File: config.mk
export PLATFORM = sky130hd
export DESIGN_NAME = fetch_sequencer
export DESIGN_NICKNAME = d
export VERILOG_FILES = /design/src/rtl/fetch_pkg.sv /design/src/rtl/fetch_buf.sv /design/src/rtl/fetch_sequencer.sv
export SDC_FILE = /design/constraint.sdc
export NUM_CORES = 1
export LEC_CHECK = 0
export ABC_AREA = 1
export BUFFER_PORTS_ARGS = -buffer_cell sky130_fd_sc_hd__clkbuf_2
export CORE_AREA = 3 3 164 166
export DETAILED_ROUTE_END_ITERATION = 12
export DIE_AREA = 0 0 167 169
export PLACE_DENSITY = 0.6
export SLEW_MARGIN = 5
export SYNTH_ARGS = -nofsm -noshare
export SYNTH_HDL_FRONTEND = slang
export SYNTH_SLANG_ARGS = --single-unit
File: constraint.sdc
create_clock -name clk -period 8.1 [get_ports clk]
set_input_delay 1.62 -clock clk [delete_from_list [all_inputs] [get_ports clk]]
set_output_delay 1.62 -clock clk [all_outputs]
set_load 0.05 [all_outputs]
File: src/rtl/fetch_pkg.sv
// fetch_pkg: shared FSM encoding, reset PC default and fetch-entry layout for fetch_sequencer
package fetch_pkg;
  typedef enum logic [1:0] {S_BOOT, S_IDLE, S_REQ, S_DRAIN} state_t;
  localparam logic [31:0] RESET_PC_DEF = 32'h0000_3000;
  localparam int BUF_DEPTH = 2;
  typedef struct packed {
    logic [31:0] instr;
    logic [31:0] pc;
  } fetch_entry_t;
  localparam int ENTRY_W = $bits(fetch_entry_t);
endpackage

File: src/rtl/fetch_buf.sv
// fetch_buf: 2-entry IF/ID fetch FIFO with full flush and tail-only flush
//   clk, reset          clock, async active-high reset
//   push, push_data     enqueue one {instr, pc} entry
//   pop                 dequeue the head
//   flush               drop everything, including a same-cycle push
//   flush_tail          keep the head, drop the second entry
//   count, head         occupancy and head entry (zero when empty)
module fetch_buf
  import fetch_pkg::*;
(
  input  logic               clk,
  input  logic               reset,
  input  logic               push,
  input  logic [ENTRY_W-1:0] push_data,
  input  logic               pop,
  input  logic               flush,
  input  logic               flush_tail,
  output logic [1:0]         count,
  output logic [ENTRY_W-1:0] head
);
  logic [ENTRY_W-1:0] e0_q, e0_d, e1_q, e1_d;
  logic [1:0] cnt_q, cnt_d, kept, left;
  assign count = cnt_q;
  assign head = cnt_q != 2'd0 ? e0_q : '0;
  // tail drop happens before the pop, so pop+flush_tail leaves the buffer empty
  assign kept = flush_tail && cnt_q == 2'(BUF_DEPTH) ? 2'd1 : cnt_q;
  assign left = pop && kept != 2'd0 ? kept - 2'd1 : kept;
  always_comb begin
    e0_d = push && left == 2'd0 ? push_data : pop ? e1_q : e0_q;
    e1_d = push && left != 2'd0 ? push_data : e1_q;
    cnt_d = flush ? 2'd0 : left + {1'b0, push};
  end
  always_ff @(posedge clk or posedge reset)
    if (reset) begin
      e0_q <= '0;
      e1_q <= '0;
      cnt_q <= 2'd0;
    end else begin
      e0_q <= e0_d;
      e1_q <= e1_d;
      cnt_q <= cnt_d;
    end
endmodule

File: src/rtl/fetch_sequencer.sv
// fetch_sequencer: MIPS fetch PC owner, single-outstanding imem requester and IF/ID buffer
//   clk, reset                     clock, async active-high reset
//   stall_i                        head not consumed this cycle
//   redirect_i, redirect_pc_i      branch/jump target from D (only when stall_i=0)
//   imem_req_o, imem_addr_o        instruction memory request
//   imem_ack_i, imem_rdata_i       response, may arrive in the request cycle
//   if_valid_o, if_instr_o,
//   if_pc_o, if_pc4_o              buffer head toward decode
// Build option DELAY_SLOT_EN: redirects keep the delay-slot instruction;
// undefined, a redirect squashes everything fetched after the branch.
module fetch_sequencer
  import fetch_pkg::*;
#(
  parameter logic [31:0] RESET_PC = RESET_PC_DEF
) (
  input  logic        clk,
  input  logic        reset,
  input  logic        stall_i,
  input  logic        redirect_i,
  input  logic [31:0] redirect_pc_i,
  output logic        imem_req_o,
  output logic [31:0] imem_addr_o,
  input  logic        imem_ack_i,
  input  logic [31:0] imem_rdata_i,
  output logic        if_valid_o,
  output logic [31:0] if_instr_o,
  output logic [31:0] if_pc_o,
  output logic [31:0] if_pc4_o
);
  state_t state_q, state_d, next_norm;
  logic [31:0] fetch_pc_q, fetch_pc_d, drain_pc_q, drain_pc_d;
  logic [1:0] count, occ_pop;
  fetch_entry_t head;
  logic pop, push, flush, flush_tail, ack_req, busy;
  fetch_buf u_buf (
    .clk        (clk),
    .reset      (reset),
    .push       (push),
    .push_data  ({imem_rdata_i, fetch_pc_q}),
    .pop        (pop),
    .flush      (flush),
    .flush_tail (flush_tail),
    .count      (count),
    .head       (head)
  );
  assign if_valid_o = count != 2'd0;
  assign if_instr_o = head.instr;
  assign if_pc_o = head.pc;
  assign if_pc4_o = head.pc + 32'd4;
  assign pop = if_valid_o && !stall_i;
  assign occ_pop = count - {1'b0, pop};
  assign imem_req_o = state_q == S_REQ || state_q == S_DRAIN;
  // a draining request keeps presenting the address it was issued with
  assign imem_addr_o = state_q == S_DRAIN ? drain_pc_q : fetch_pc_q;
  assign ack_req = imem_ack_i && state_q == S_REQ;
  assign busy = imem_req_o && !imem_ack_i;
  // keep requesting only while the buffer is guaranteed a free slot for the next ack
  always_comb begin
    next_norm = state_q == S_BOOT ? S_REQ :
                state_q == S_IDLE ? (occ_pop <= 2'd1 ? S_REQ : S_IDLE) :
                state_q == S_DRAIN ? (imem_ack_i ? S_REQ : S_DRAIN) :
                (imem_ack_i && occ_pop != 2'd0 ? S_IDLE : S_REQ);
    drain_pc_d = state_q == S_DRAIN ? drain_pc_q : fetch_pc_q;
  end
`ifdef DELAY_SLOT_EN
  logic pend_vld_q, pend_vld_d;
  logic [31:0] pend_pc_q, pend_pc_d;
  logic rd_full, rd_empty;
  // non-empty: head is the delay slot, anything behind it is wrong-path
  // empty: the next returned word is the delay slot, target applied after it
  assign rd_full = redirect_i && if_valid_o;
  assign rd_empty = redirect_i && !if_valid_o;
  assign flush = 1'b0;
  assign flush_tail = rd_full;
  assign push = ack_req && !rd_full;
  always_comb begin
    state_d = rd_full ? (busy ? S_DRAIN : S_REQ) : next_norm;
    fetch_pc_d = rd_full || (rd_empty && ack_req) ? redirect_pc_i :
                 ack_req ? (pend_vld_q ? pend_pc_q : fetch_pc_q + 32'd4) : fetch_pc_q;
    pend_vld_d = rd_empty ? !ack_req : !rd_full && pend_vld_q && !ack_req;
    pend_pc_d = rd_empty ? redirect_pc_i : pend_pc_q;
  end
  always_ff @(posedge clk or posedge reset)
    if (reset) begin
      pend_vld_q <= 1'b0;
      pend_pc_q <= '0;
    end else begin
      pend_vld_q <= pend_vld_d;
      pend_pc_q <= pend_pc_d;
    end
`else
  assign flush = redirect_i;
  assign flush_tail = 1'b0;
  assign push = ack_req && !redirect_i;
  always_comb begin
    state_d = redirect_i ? (busy ? S_DRAIN : S_REQ) : next_norm;
    fetch_pc_d = redirect_i ? redirect_pc_i : ack_req ? fetch_pc_q + 32'd4 : fetch_pc_q;
  end
`endif
  always_ff @(posedge clk or posedge reset)
    if (reset) begin
      state_q <= S_BOOT;
      fetch_pc_q <= RESET_PC;
      drain_pc_q <= RESET_PC;
    end else begin
      state_q <= state_d;
      fetch_pc_q <= fetch_pc_d;
      drain_pc_q <= drain_pc_d;
    end
endmodule

==> summary.md <==
| Metric | Value |
|---|---|
| Outcome | complete, no violations |
| Largest net degree at the start of global routing | 120 |
| Drt wl/cell | 16.1 um |
| GRT Total Usage | 0.215 |
| Skew final | 0.0130 ns |
| Design Power | 0.00502 W |
| Crit-path cells | inv_1, ha_2, nor2_1, ha_1, inv_1, nor2_2, inv_1, nor2_4, nand3_1, xor2_1, clkbuf_2 |
| Most used cell, CP | inv_1 |
| Yosys cell types | 38 |
| Fmax | 0.210 GHz |
| Die Wd | 167 um |
| CTS tree | done |
| Crit-path slowest cell | ha_2 |
| Sw frac | 0.524 |
| Initial DRC Count | 799 |
| Unrepaired setup endpoints after global routing | false |
| Critical path class | reg2out |
| Synth Register Bits | 196 |
| Initial antenna violation count | 0 |
| Final GP Congestion | 0.920 |
| Combinational share of power | 0.503 |
| Sequential share of the synthesized area | 0.473 |
| Skew-Pair Late Insertion Delay | 0.43 ns |
| Count leader, synth | nand2_1 |
| Commonest cells in the netlist | nand2_1 (456), nand3_1 (219), dfrtp_1 (192), nor2_1 (158), inv_1 (125) |
| Standard-cell row count | 59 |
| Min cycle time layout | 4.75 ns |
| Via Count | 9,548 |
| Worst min path class | reg2reg |
| Vias/cell | 5.00 |
| Antenna Nets Post-Route | 0 |
| DIE AREA | 28,200 um^2 |
| I/O Buffers | 198 |
| Pins Over Slew Limit | 0 |
| Post-CTS Setup Bufs | 0 |
| Clock buffer count from CTS | 17 |
| Pint | 0.00239 W |
| Final setup viols | 0 |
| Slowest stage delay, CP | 0.59 ns |
| Worst path required time | 6.48 ns |
| Max-Cap Viols | 0 |
| Syn. warnings | 0 |
| Layout net count | 1,635 |
| TNS Setup | 0 ns |
| Share of the synthesized area in the top cell type | 0.463 |
| Post-synth top area cell | dfrtp_1 |
| Initial Utilization | 0.403 |
| Vias in the first global route | 8,921 |
| VDD IR max | 273 uV |
| Power per cell area | 415 nW/um^2 |
| Synth async-reset ratio | 1.00 |
| LEAKAGE | 6.14 nW |
| Post-route core utilization | 0.469 |
| Mapped cell area | 10,400 um^2 |
| # clock sinks | 196 |
| Mapped Cells | 1,407 |
| Total grt overflow | 0 |
| Worst setup EP type | output port |
| Pre-CTS WS | 3.38 ns |
| Least-Margin Pin Slew | 1.06 ns |
| Area Overhead vs Synth | 16.5% |
| Max clock buf depth | 2 |
| Cts repair resizes | 0 |
| Final period util | 0.587 |
| Clock root cell | clkbuf_16 |
| Worst rel slew slack | 0.290 |
| Main area contributors after synthesis | dfrtp_1 (46%), nand2_1 (17%), nand3_1 (11%), nor2_1 (5.7%), inv_1 (4.5%) |
| Hold-fix buffers, CTS | 0 |
| Clock power frac | 0.170 |
| Sequential cell area | 4910 um^2 |
| Hold_ws | 0.475 ns |
| CTS HTree Levels | 4 |
| Worst setup SP type | flip-flop |
| First-pass detailed-route iteration total | 6 |
| Layout cells sized above 1 | 0.185 |
| IO Count | 199 |
| Post-synth EDFFs | 0 |
| WL final | 30.8 mm |
| Core area | 25,800 um^2 |
| # fillers | 2,609 |
| Setup slack after layout | 3.35 ns |
| Clock-pin slew on the worst setup and hold paths | 0.08 ns |
| Seq pwr share | 0.327 |
| Final hold violations | 0 |
| Most common flop cell mapped by yosys | dfrtp_1 |
| CP max FO | 19 |
| Hpwl dp | 21.8 mm |
| Die extent in y | 169 um |
| DR DRC count | 0 |
| Avg Inst Size Synth | 7.37 um^2 |
| Syn_nets | 1,481 |
| Switching pwr | 0.00263 W |
| Worst Path Arrival | 3.13 ns |
| First-pass GRT wire length | 49.1 mm |
| # diodes | 0 |
| Multi-input logic area | 4580 um^2 |
-- stage by stage --
step           cell area, um^2  cells
6_report                 12100   1909
2_1_floorplan            10400   1407
3_3_place_gp             11500   1877
5_1_grt                  12100   1909
3_5_place_dp             11500   1877
4_1_cts                  12100   1909
-- layer usage --
metal / share of wire / wire (um) / track usage / up-vias
met5: 0 / 0 / 0 / -
met4: 0.013 / 395 / 0.0463 / 0
met3: 0.055 / 1680 / 0.0364 / 25
met2: 0.44 / 13700 / 0.325 / 283
met1: 0.49 / 15100 / 0.325 / 4514
li1: - / - / - / 4726
-- worst paths after layout --
check                                from              to  slack [ns]  depth (start not counted)
min                        u_buf.e1_q[37]  u_buf.e1_q[37]        0.48                          2
max in group asynchronous           reset   drain_pc_q[3]        5.20                          3
max                        u_buf.count[1]    if_pc4_o[18]        3.35                         11
max reg2reg                u_buf.count[1]  u_buf.e0_q[25]        3.94                         13
min reg2reg                u_buf.e1_q[37]  u_buf.e1_q[37]        0.48                          2
min in group asynchronous           reset  drain_pc_q[19]        1.36                          2
-- kinds of logic (layout without fill, tap and decap cells) --
family                   count (synthesis)  after routing  share of synthesized area
XOR/XNOR                                25             25                     0.0211
multiplexers                             5              5                    0.00543
AO/OA/AOI/OAI                           88             88                     0.0450
AND/OR/NAND/NOR                        882            882                      0.363
adder cells (fa/ha/maj)                  5              5                    0.00603
flip-flops                             196            196                      0.473
buffers and inverters                  206            373                     0.0855
-- power groups by stage --
stage | combinational (W) | clock (W) | sequential, W
final | 0.00252 | 0.000852 | 0.00164
after global routing | 0.00275 | 0.000907 | 0.00169
after CTS | 0.00255 | 0.000866 | 0.00164
after detailed placement | 0.00254 | 0 | 0.00165
after global placement | 0.00251 | 0 | 0.00165
after floorplan | 0.00204 | 0 | 0.00156
-- area by class of cell --
| type | count | share of cell area |
|---|---|---|
| clock buffers | 17 | 0.0352 |
| flip-flops and latches | 196 | 0.406 |
| multi-input cells | 1005 | 0.379 |
| clock inverters | 15 | 0.0134 |
| repair buffers | 209 | 0.0889 |
| inverters | 132 | 0.0421 |
| well taps | 335 | 0.0347 |
-- cells in the final DEF (no fill, tap or decap), types with 5 or more instances in the layout --
| master | synthesis | routed |
|---|---|---|
| inv_2 | 5 | 5 |
| o21ai_0 | 43 | 43 |
| nand2_1 | 456 | 455 |
| mux2_2 | 5 | 5 |
| a21oi_1 | 34 | 34 |
| clkbuf_2 | 2 | 198 |
| inv_1 | 125 | 124 |
| clkbuf_16 | 0 | 17 |
| nor2_1 | 158 | 158 |
| nand3_1 | 219 | 219 |
| nor2_4 | 5 | 6 |
| inv_8 | 0 | 7 |
| nor2_2 | 16 | 15 |
| xor2_1 | 22 | 22 |
| dfrtp_1 | 192 | 192 |
| nand2_2 | 4 | 5 |
| buf_4 | 8 | 11 |
| nand3b_1 | 9 | 9 |
-- critical path: cells and delay by family (launching register included) --
family | cells | cell delay (ns)
AND/OR/NAND/NOR | 4 | 0.47
flip-flops | 1 | 0.41
XOR/XNOR | 1 | 0.15
adder cells (fa/ha/maj) | 2 | 0.89
buffers and inverters | 4 | 0.78
-- state kept, by name, summed over array words and instances (netlist names) --
register and cells:
u_buf.e0_q 64, u_buf.e1_q 64, drain_pc_q 32, fetch_pc_q 32
state_q 2, u_buf.count 2
Note: power is estimated with default switching activity, not from simulation.
